[src/rtl/mux2x1_16bit_arbiter.sv]
// Round-robin arbiter sharing one 2:1 mux datapath between two requesters.
// The selected word is registered into a single-entry output slot and
// offered downstream through a valid/ready handshake.
//
// Ports:
//   clk, rst_n        clock (rising edge), asynchronous active-low reset
//   req0/din0/gnt0    requester 0: request, data, combinational grant
//   req1/din1/gnt1    requester 1: request, data, combinational grant
//   sel               registered mux select (last granted requester)
//   dout/dout_valid   registered output word and its valid flag
//   dout_ready        consumer accepts dout when dout_valid & dout_ready
//   cnt0/cnt1         wrapping grant counters per requester
module mux2x1_16bit_arbiter #(
  parameter int unsigned WIDTH         = 16,
  parameter bit          PRIORITY_INIT = 1'b0,
  parameter int unsigned CNT_WIDTH     = 16
) (
  input  logic                 clk,
  input  logic                 rst_n,
  input  logic                 req0,
  input  logic [WIDTH-1:0]     din0,
  output logic                 gnt0,
  input  logic                 req1,
  input  logic [WIDTH-1:0]     din1,
  output logic                 gnt1,
  output logic                 sel,
  output logic [WIDTH-1:0]     dout,
  output logic                 dout_valid,
  input  logic                 dout_ready,
  output logic [CNT_WIDTH-1:0] cnt0,
  output logic [CNT_WIDTH-1:0] cnt1
);

  typedef enum logic {
    EMPTY = 1'b0,
    FULL  = 1'b1
  } state_e;

  state_e               state_q, state_d;
  logic                 prio_q, prio_d;
  logic                 sel_q, sel_d;
  logic [WIDTH-1:0]     dout_q, dout_d;
  logic [CNT_WIDTH-1:0] cnt0_q, cnt0_d;
  logic [CNT_WIDTH-1:0] cnt1_q, cnt1_d;

  logic slot_free;
  logic choice;
  logic gnt0_c, gnt1_c;

  always_comb begin
    // A FULL slot is free when its word is being consumed this cycle.
    slot_free = (state_q == EMPTY) || dout_ready;
    // With a single requester, req1 alone names the winner.
    choice    = (req0 && req1) ? prio_q : req1;
    // Grants are gated by rst_n so none is issued while reset is held.
    gnt0_c    = rst_n && slot_free && req0 && !choice;
    gnt1_c    = rst_n && slot_free && req1 && choice;

    state_d = state_q;
    prio_d  = prio_q;
    sel_d   = sel_q;
    dout_d  = dout_q;
    cnt0_d  = cnt0_q;
    cnt1_d  = cnt1_q;

    if (gnt0_c) begin
      dout_d  = din0;
      sel_d   = 1'b0;
      prio_d  = 1'b1;
      cnt0_d  = cnt0_q + CNT_WIDTH'(1);
      state_d = FULL;
    end else if (gnt1_c) begin
      dout_d  = din1;
      sel_d   = 1'b1;
      prio_d  = 1'b0;
      cnt1_d  = cnt1_q + CNT_WIDTH'(1);
      state_d = FULL;
    end else if (state_q == FULL && dout_ready) begin
      state_d = EMPTY;
    end
  end

  always_ff @(posedge clk or negedge rst_n) begin
    if (!rst_n) begin
      state_q <= EMPTY;
      prio_q  <= PRIORITY_INIT;
      sel_q   <= 1'b0;
      dout_q  <= '0;
      cnt0_q  <= '0;
      cnt1_q  <= '0;
    end else begin
      state_q <= state_d;
      prio_q  <= prio_d;
      sel_q   <= sel_d;
      dout_q  <= dout_d;
      cnt0_q  <= cnt0_d;
      cnt1_q  <= cnt1_d;
    end
  end

  assign gnt0       = gnt0_c;
  assign gnt1       = gnt1_c;
  assign sel        = sel_q;
  assign dout       = dout_q;
  assign dout_valid = (state_q == FULL);
  assign cnt0       = cnt0_q;
  assign cnt1       = cnt1_q;

endmodule

[config.mk]
export PLATFORM = sky130hd
export DESIGN_NAME = mux2x1_16bit_arbiter
export DESIGN_NICKNAME = d
export VERILOG_FILES = /design/src/rtl/mux2x1_16bit_arbiter.sv
export SDC_FILE = /design/constraint.sdc
export NUM_CORES = 1
export LEC_CHECK = 0
export CORE_UTILIZATION = 43
export CTS_CLUSTER_DIAMETER = 80
export DETAILED_ROUTE_END_ITERATION = 12
export DONT_BUFFER_PORTS = 1
export SLEW_MARGIN = 10
export SYNTH_ARGS = -nofsm -noshare
export SYNTH_HDL_FRONTEND = slang
export SYNTH_SLANG_ARGS = --single-unit
[constraint.sdc]
create_clock -name clk -period 1.7 [get_ports clk]
set_input_delay 0.17 -clock clk [delete_from_list [all_inputs] [get_ports clk]]
set_output_delay 0.17 -clock clk [all_outputs]
set_load 0.05 [all_outputs]
# After elaboration in Yosys (flattened, before gate mapping)
# Cells that the tools add are included.
# classes
reduce_logical,12
addsub,2
bitwise,2
n_mux,10
# op_table
operator,n
$add 16x1->16 const B,2
$mux 16,2
$mux 1,8
$logic_and 1x1->1,7
$reduce_bool 3->1,1
$not 1->1,2
$reduce_and 2->1,1
$reduce_bool 2->1,1
$logic_not 1->1,1
$logic_or 1x1->1,1
# word_totals
inputBits,37
register_bits,51

# Logic depth before layout (Yosys ltp)
# Gate-level depths: netlist of run 1.
# logic_depth
ltp_word,7
depth_mapped,6

# Least setup slack after synthesis of run 1
# No wires, ideal clock.
# synth_path
path_type,register to register
start,reg state_q (netlist: dout_valid)
end,reg dout_q[10] (netlist: dout[10])
synth_period_minus_slack_ns,2.100
slack_ns,-0.400
path_stages_with_launch,7
t_required_ns,1.631
path_buffers,2
t_arrival_ns,2.031
path_cell_list,dfrtp_1 nor2b_4 buf_6 nor3_1 clkbuf_1 a22oi_1 nand2_1
# synth_via
elab_chain_cells,6
elab_cells_between_ends,9
classes_between,mux (1); bitwise (1); reduce/logical (7)
# synth_lines
element,line,text
from (decl),39,"state_e state_q, state_d;"
from (signal assigned),92,state_q <= state_d;
$not 1->1,52,slot_free = (state_q == EMPTY) || dout_ready;
$logic_or 1x1->1,52,
$logic_and 1x1->1 (3 in a row),57,gnt1_c = rst_n && slot_free && req1 && choice;
named net gnt1,25,"output logic gnt1,"
$reduce_bool 2->1 (no line),-,
to (signal assigned),95,dout_q <= dout_d;
to (decl),42,"logic [WIDTH-1:0] dout_q, dout_d;"
# The timed path passes the listed nets, and every way through them passes these cells.
# A chain may end at the register's enable or synchronous reset.

# Final worst setup path of run 1
# layout_path
start,reg state_q (netlist: dout_valid)
end,reg cnt1_q[6] (netlist: cnt1[6])
# layout_via
elab_chain_cells,7
elab_cells_between_ends,9
classes_between,bitwise (2); reduce/logical (7)
# layout_lines
element,line,text
$not 1->1 (*),52,
$logic_or 1x1->1 (*),52,
$logic_and 1x1->1 (*),"56, 57",
$logic_and 1x1->1 (2 in a row),56,gnt0_c = rst_n && slot_free && req0 && !choice;
$not 1->1 (no line),-,
$reduce_and 2->1 (no line) (*),-,
to (signal assigned),97,cnt1_q <= cnt1_d;
to (decl),44,"logic [CNT_WIDTH-1:0] cnt1_q, cnt1_d;"
# Mark *: on every way between the ends. The rest lies on a longest branch, timed or not.

==> flow_summary.yaml, run 1 <==
outcome:
  status: "complete, no violations"
timing:
  hold_viol: 0
  skew_ns: 0.01443
  max-slew-margin-rel_pct: 65.09
  min_period_ns: 1.627
  final_max_slew_viol_count: 0
  grt_setup_unrepaired: "no"
  setup_slack_ns: 0.07288
  tightestPinTransition_ns: 0.5236
  setup_viol: 0
  fin_crit_sh_pct: 95.71
  max_freq_mhz: 614.6
synth:
  syn_nets: 246
  ys_ff_latch: 51
  ys.flop_type: "dfrtp_1"
  netlist.area_leader.share_pct: 55.40
  yosysSeqAreaShare_pct: 55.40
  synthTopCellsByCount: "dfrtp_1 (51), nand2_1 (44), xnor2_1 (22)"
  synth_edf_count: 0
  yosysMostFrequentCell: "dfrtp_1"
  syn-cell-area_um2: 2303
  yosys.area.top_type: "dfrtp_1"
  synthCells: 207
  yosysWarnings: 0
  synthTopCellsByArea: "dfrtp_1 (55%), xnor2_1 (8.4%), nand2_1 (7.2%), a22oi_1 (5.2%), xor2_1 (3.0%)"
  synth-async-reset-ratio_pct: 100.0
  synth_cell_types: 28
  avgSynthCellArea_um2: 11.13
route:
  dr_wl_met3_um: 265
  vias_per_cell: 5.276
  top_layer_used: "met4"
  drt_iter0_markers: 86
  drc_errors: 0
  num_vias: 1799
  wl_met2_mm: 2.992
  wirelength_mm: 5.501
  wl_met1_mm: 2.175
  routedWlPerCell_um: 16.13
  ant_nets: 0
  dr.pass1.iters: 4
placed_design:
  dp_hpwl_mm: 3.692
  port_buffers: 0
  post-place-ws_ns: 0.1071
  gp_congestion: 0.7438
final_layout:
  n_antenna_cell: 0
  fillerInstances: 453
  area_delta_synth_final_pct: 33.46
  seq_area_um2: 1284
  fin_util_pct: 59.81
  drive_above_1_share_pct: 24.35
  fin_nets: 309
  multi_input_area_um2: 1003
floorplan:
  ios: 89
  die_w_um: 75.19
  core_um2: 5140
  start_util_pct: 44.81
  die_area_um2: 5654
  die_h_um: 75.19
  rows: 26
worst_setup_path:
  slowest_stage: "or4b_4"
  rrSetupSlack_ns: 0.07
  worst_ep_required_time_ns: 1.92
  crit_fanout: 8
  worstReg2RegEnd: "cnt1[6]"
  startpoint_type: "register"
  crit_end: "cnt1[6]"
  r2r_start: "dout_valid"
  critical_path.cell_chain: "nor2b_4, or4b_4, nor3_2, xor2_1"
  worstSetupStartpoint: "dout_valid"
  crit_buf_inv: 0
  cp.arrival_ns: 1.85
  critical_path_class: "register to register"
  cp_top_family: "simple AND/OR/NAND/NOR gates"
  end_kind: "register"
  slowest_delay_ns: 0.60
  cp.depth: 4
  reg2reg_depth: 4
global_route:
  track_usage_pct: 19.60
  grt_pass1_wl_mm: 8.155
  grt_pass1_vias: 1794
  overflow: 0
  antenna_found_initial: 0
  grt_max_degree: 53
cts:
  cts.clk_slew.worst_paths_ns: 0.10
  root_buffer: "clkbuf_8"
  clock_sinks: 51
  htree_levels: 2
  clk_latency_ns: 0.31
  numCtsBuffers: 5
  post_cts_buffers: 0
  cts.path.max_buffers: 2
  cts_tree: "built"
min_path:
  hold_class: "primary input to register"
pwr:
  p_leak_nw: 1.419
  cellPowerDensity_nw_per_um2: 1316
  irDropWorstVdd_v: 0.0008288
job:
  maxCapViolCount: 0
[per-layer routing]
metal | vias to the layer above | global-route usage (%)
met4 | 0 | 6.996
met3 | 5 | 5.489
li1 | 845 | -
met5 | - | 0
met2 | 46 | 33.03
met1 | 903 | 24.22
[sequential cells by signal, summed over array words and instances (netlist names)]
| name | cells |
|---|---|
| prio_q | 1 |
| cnt0 | 16 |
| sel | 1 |
| dout_valid | 1 |
| dout | 16 |
| cnt1 | 16 |
[worst min path at each step]
| stage | from | end | slack [ns] | cells past startpoint |
|---|---|---|---|---|
| 2_1_floorplan | rst_n | cnt0[0] | -0.13 | 0 |
| 4_1_cts | din0[9] | dout[9] | 0.0008 | 2 |
| 3_3_place_gp | rst_n | cnt0[8] | -0.12 | 0 |
| 3_5_place_dp | rst_n | cnt0[9] | -0.12 | 0 |
| 5_1_grt | din0[11] | dout[11] | 0.006 | 2 |
| 6_report | din0[9] | dout[9] | 0.003 | 2 |
[worst register-to-register path: stages, from the launching register on]
cell     delay [ns]
dfrtp_2        0.41
nor2b_4        0.18
or4b_4         0.60
nor3_2         0.17
xor2_1         0.18
[layout by cell type, fill, tap and decap left out, types with 2 or more instances in the layout]
cell type and count:
nor3_4 2, dfrtp_1 45, xnor2_1 22, dlygate4sd3_1 26
nand4_1 10, and3_1 6, nand2_1 44, dfrtp_2 6
and4_1 4, nand3_1 12, buf_4 35, a22oi_1 16
nor4_2 3, xor2_1 8, nor3_2 4, clkbuf_8 5
and2_1 3, inv_1 2, ha_1 2, mux2_2 2
[power by group]
part / total [W] / leakage [nW] / internal, W / switching (W)
logic: 0.00125 / 0.710 / 0.000415 / 0.000837
clock network: 0.000837 / 0.0514 / 0.000439 / 0.000398
registers: 0.00196 / 0.658 / 0.00144 / 0.000517
[final cells by class]
| class | count | area share (%) |
|---|---|---|
| tap | 70 | 2.849 |
| clock inverter | 2 | 1.221 |
| inverter | 2 | 0.2442 |
| multi-input combinational | 146 | 32.64 |
| clock buffer | 6 | 2.361 |
| sequential | 51 | 41.76 |
| timing repair buffer | 64 | 18.93 |
[logic make-up after synthesis]
group,Yosys count,synth area share (%)
AND/OR/NAND/NOR,93,22.65
flip-flops,51,55.40
XOR/XNOR,30,11.41
AO/OA/AOI/OAI,19,6.084
buffers and inverters,10,2.390
multiplexers,2,0.9777
adder cells (fa/ha/maj),2,1.086
[timing repair]
item                                    CTS  global route
endpoints found under the hold margin    67             1
endpoints found under the setup margin    2             4
gates resized for setup                   2             6
pin swaps                                 0             2
hold buffers                             26             1
[per-stage QoR]
step / power (W) / instance area, um^2 / hold slack [ns] / TNS, ns / instances
after floorplan: 0.002773 / 2321 / -0.1256 / -0.3588 / 207
after global placement: 0.003086 / 2639 / -0.1241 / 0 / 306
after detailed placement: 0.003140 / 2639 / -0.1243 / 0 / 306
after CTS: 0.004058 / 3034 / 0.0007632 / 0 / 340
after global routing: 0.004222 / 3074 / 0.006248 / 0 / 341
final: 0.004045 / 3074 / 0.002551 / 0 / 341
No activity file was read; power rests on OpenSTA's default activity.
==> inputs of run 2 (changes only) <==
Settings changed: CTS_CLUSTER_SIZE set to 20.
==> results of run 2 <==
The final DEF is identical to that of run 1; final timing and power are the same.
==> inputs of run 3 (changes only) <==
Settings changed: CORE_ASPECT_RATIO set to 0.6, CORE_UTILIZATION 43 to 40, REMOVE_ABC_BUFFERS set to 1.
==> run 3 against run 2 <==
Hold slack gained 0.0046 ns. Maximum frequency shrank 0.38%. Via count shrank 3.4%. Non-clock buffer count shrank 9. Clock-buffer cell count is the same. Largest power group unchanged.
==> flow_summary.yaml, run 3 (synthesis results as in run 1) <==
worst_setup_path:
  worst_ep_required_time_ns: 1.53
  r2r_start: "dout_valid"
  worstSetupStartpoint: "dout_valid"
  crit_fanout: 11
  rrSetupSlack_ns: 0.13
  worstReg2RegEnd: "cnt1[6]"
  reg2reg_depth: 4
  critical_path_class: "register to primary output"
  end_kind: "primary output"
  cp.arrival_ns: 1.46
  crit_end: "gnt1"
  startpoint_type: "register"
cts:
  htree_levels: 2
  cts_tree: "built"
  clock_sinks: 51
  numCtsBuffers: 5
  root_buffer: "clkbuf_8"
  clk_latency_ns: 0.30
  cts.path.max_buffers: 2
  cts.clk_slew.worst_paths_ns: 0.09
placed_design:
  placed_area_um2: 2695
  gp_congestion: 0.7781
  dp_hpwl_mm: 3.686
  port_buffers: 0
  placedCellCount: 317
pwr:
  cellPowerDensity_nw_per_um2: 1318
  switching_share_pct: 44.34
  internal-power_w: 0.002170
  pwr-share-comb_pct: 33.1
  power.switching_w: 0.001728
  p_leak_nw: 1.397
  clockPowerShare_pct: 17.9
  seq_power_share_pct: 49.1
  irDropWorstVdd_v: 0.0005666
  finalPower_w: 0.003898
final_layout:
  mostFrequentLayoutCells: "dfrtp_1 (51), nand2_1 (44), buf_4 (42)"
  fin_nets: 300
  drive_above_1_share_pct: 25.67
  fillerInstances: 496
  fin_area_um2: 2958
  area_delta_synth_final_pct: 28.41
  seq_area_um2: 1276
  n_antenna_cell: 0
  fin_util_pct: 55.75
  final_common_cell: "dfrtp_1"
  final_cells: 338
  multi_input_area_um2: 997.2
timing:
  max_freq_mhz: 612.2
  final_max_slew_viol_count: 0
  max-slew-margin-rel_pct: 66.60
  setup_viol: 0
  hold_viol: 0
  skew_ns: 0.007760
  min_period_ns: 1.633
  grt_setup_unrepaired: "yes"
  tightestPinTransition_ns: 0.5010
  fin_crit_sh_pct: 96.08
  tns_ns: 0
job:
  maxCapViolCount: 0
floorplan:
  core_um2: 5305
  ios: 89
  rows: 20
  start_util_pct: 43.42
  die_area_um2: 6076
  die_w_um: 99.97
  die_h_um: 60.78
global_route:
  grt_pass1_vias: 1629
  overflow: 0
  track_usage_pct: 18.24
  grt_max_degree: 52
  grt_pass1_wl_mm: 8.286
  antenna_found_initial: 0
min_path:
  hold_class: "primary input to register"
route:
  drt_iter0_markers: 50
  vias_per_cell: 5.139
  ant_nets: 0
  num_vias: 1737
  dr.pass1.iters: 4
  routedWlPerCell_um: 16.10
  wirelength_mm: 5.441
  drc_errors: 0
outcome:
  status: "complete, no violations"
## run 3: cell count changes in the layout (fill, tap and decap cells not counted), moves of 2 or more
cell / before / now
buf_12: 1 / 3
dfrtp_1: 45 / 51
buf_4: 35 / 42
dlygate4sd3_1: 26 / 9
dfrtp_2: 6 / 0
## run 3: metrics by stage
| stage | setup WS, ns | hold slack (ns) |
|---|---|---|
| finish | 0.06662 | 0.007183 |
| CTS | 0.03036 | 0.0003888 |
| floorplan | -1.830 | -0.1256 |
| detailed placement | 0.1641 | -0.1245 |
| global placement | 0.1769 | -0.1245 |
| global route | -0.001575 | 0.005259 |
## run 3: area by class of cell
cell class | count | share of cell area, %
sequential | 51 | 43.15
multi-input combinational | 146 | 33.71
timing repair buffer | 55 | 16.67
tap | 77 | 3.257
clock buffer | 6 | 2.792
inverter | 2 | 0.2538
clock inverter | 1 | 0.1692
## run 3: worst min-delay path by stage
stage,cells after the start,to,slack [ns],startpoint
after floorplan,0,cnt0[0],-0.13,rst_n
after global routing,2,dout[2],0.005,din1[2]
final,2,prio_q,0.007,rst_n
after global placement,0,cnt1[14],-0.12,rst_n
after CTS,2,dout[8],0.0004,din1[8]
after detailed placement,0,cnt1[15],-0.12,rst_n
## run 3: what timing repair did
item                                   CTS  global route
setup buffers                            0             4
pin swaps                                1             3
resized for setup                        4             2
setup endpoints to repair                2             2
gates cloned                             0             0
hold buffers                             9             1
endpoints found under the hold margin   58             1
## run 3: power groups by stage
| stage | Combinational, W | Sequential (W) | Clock, W |
|---|---|---|---|
| after global routing | 0.00137 | 0.00195 | 0.000782 |
| after floorplan | 0.000337 | 0.00241 | 0 |
| after detailed placement | 0.00122 | 0.00193 | 0 |
| final | 0.00129 | 0.00191 | 0.000696 |
| after CTS | 0.00128 | 0.00191 | 0.000718 |
| after global placement | 0.00120 | 0.00193 | 0 |
## run 3: worst max-delay path: stages, from the launching register on
cell and delay [ns]:
dfrtp_1 0.39, nor2b_4 0.18, nor3_4 0.27, buf_12 0.18
buf_12 0.14
## run 3: routing by layer
layer	global-route usage, %	up-vias	wire (um)
met5	0	-	0
met4	3.727	0	28
met3	5.415	4	409
met2	28.28	74	2328
met1	25.77	825	2675
li1	-	834	-
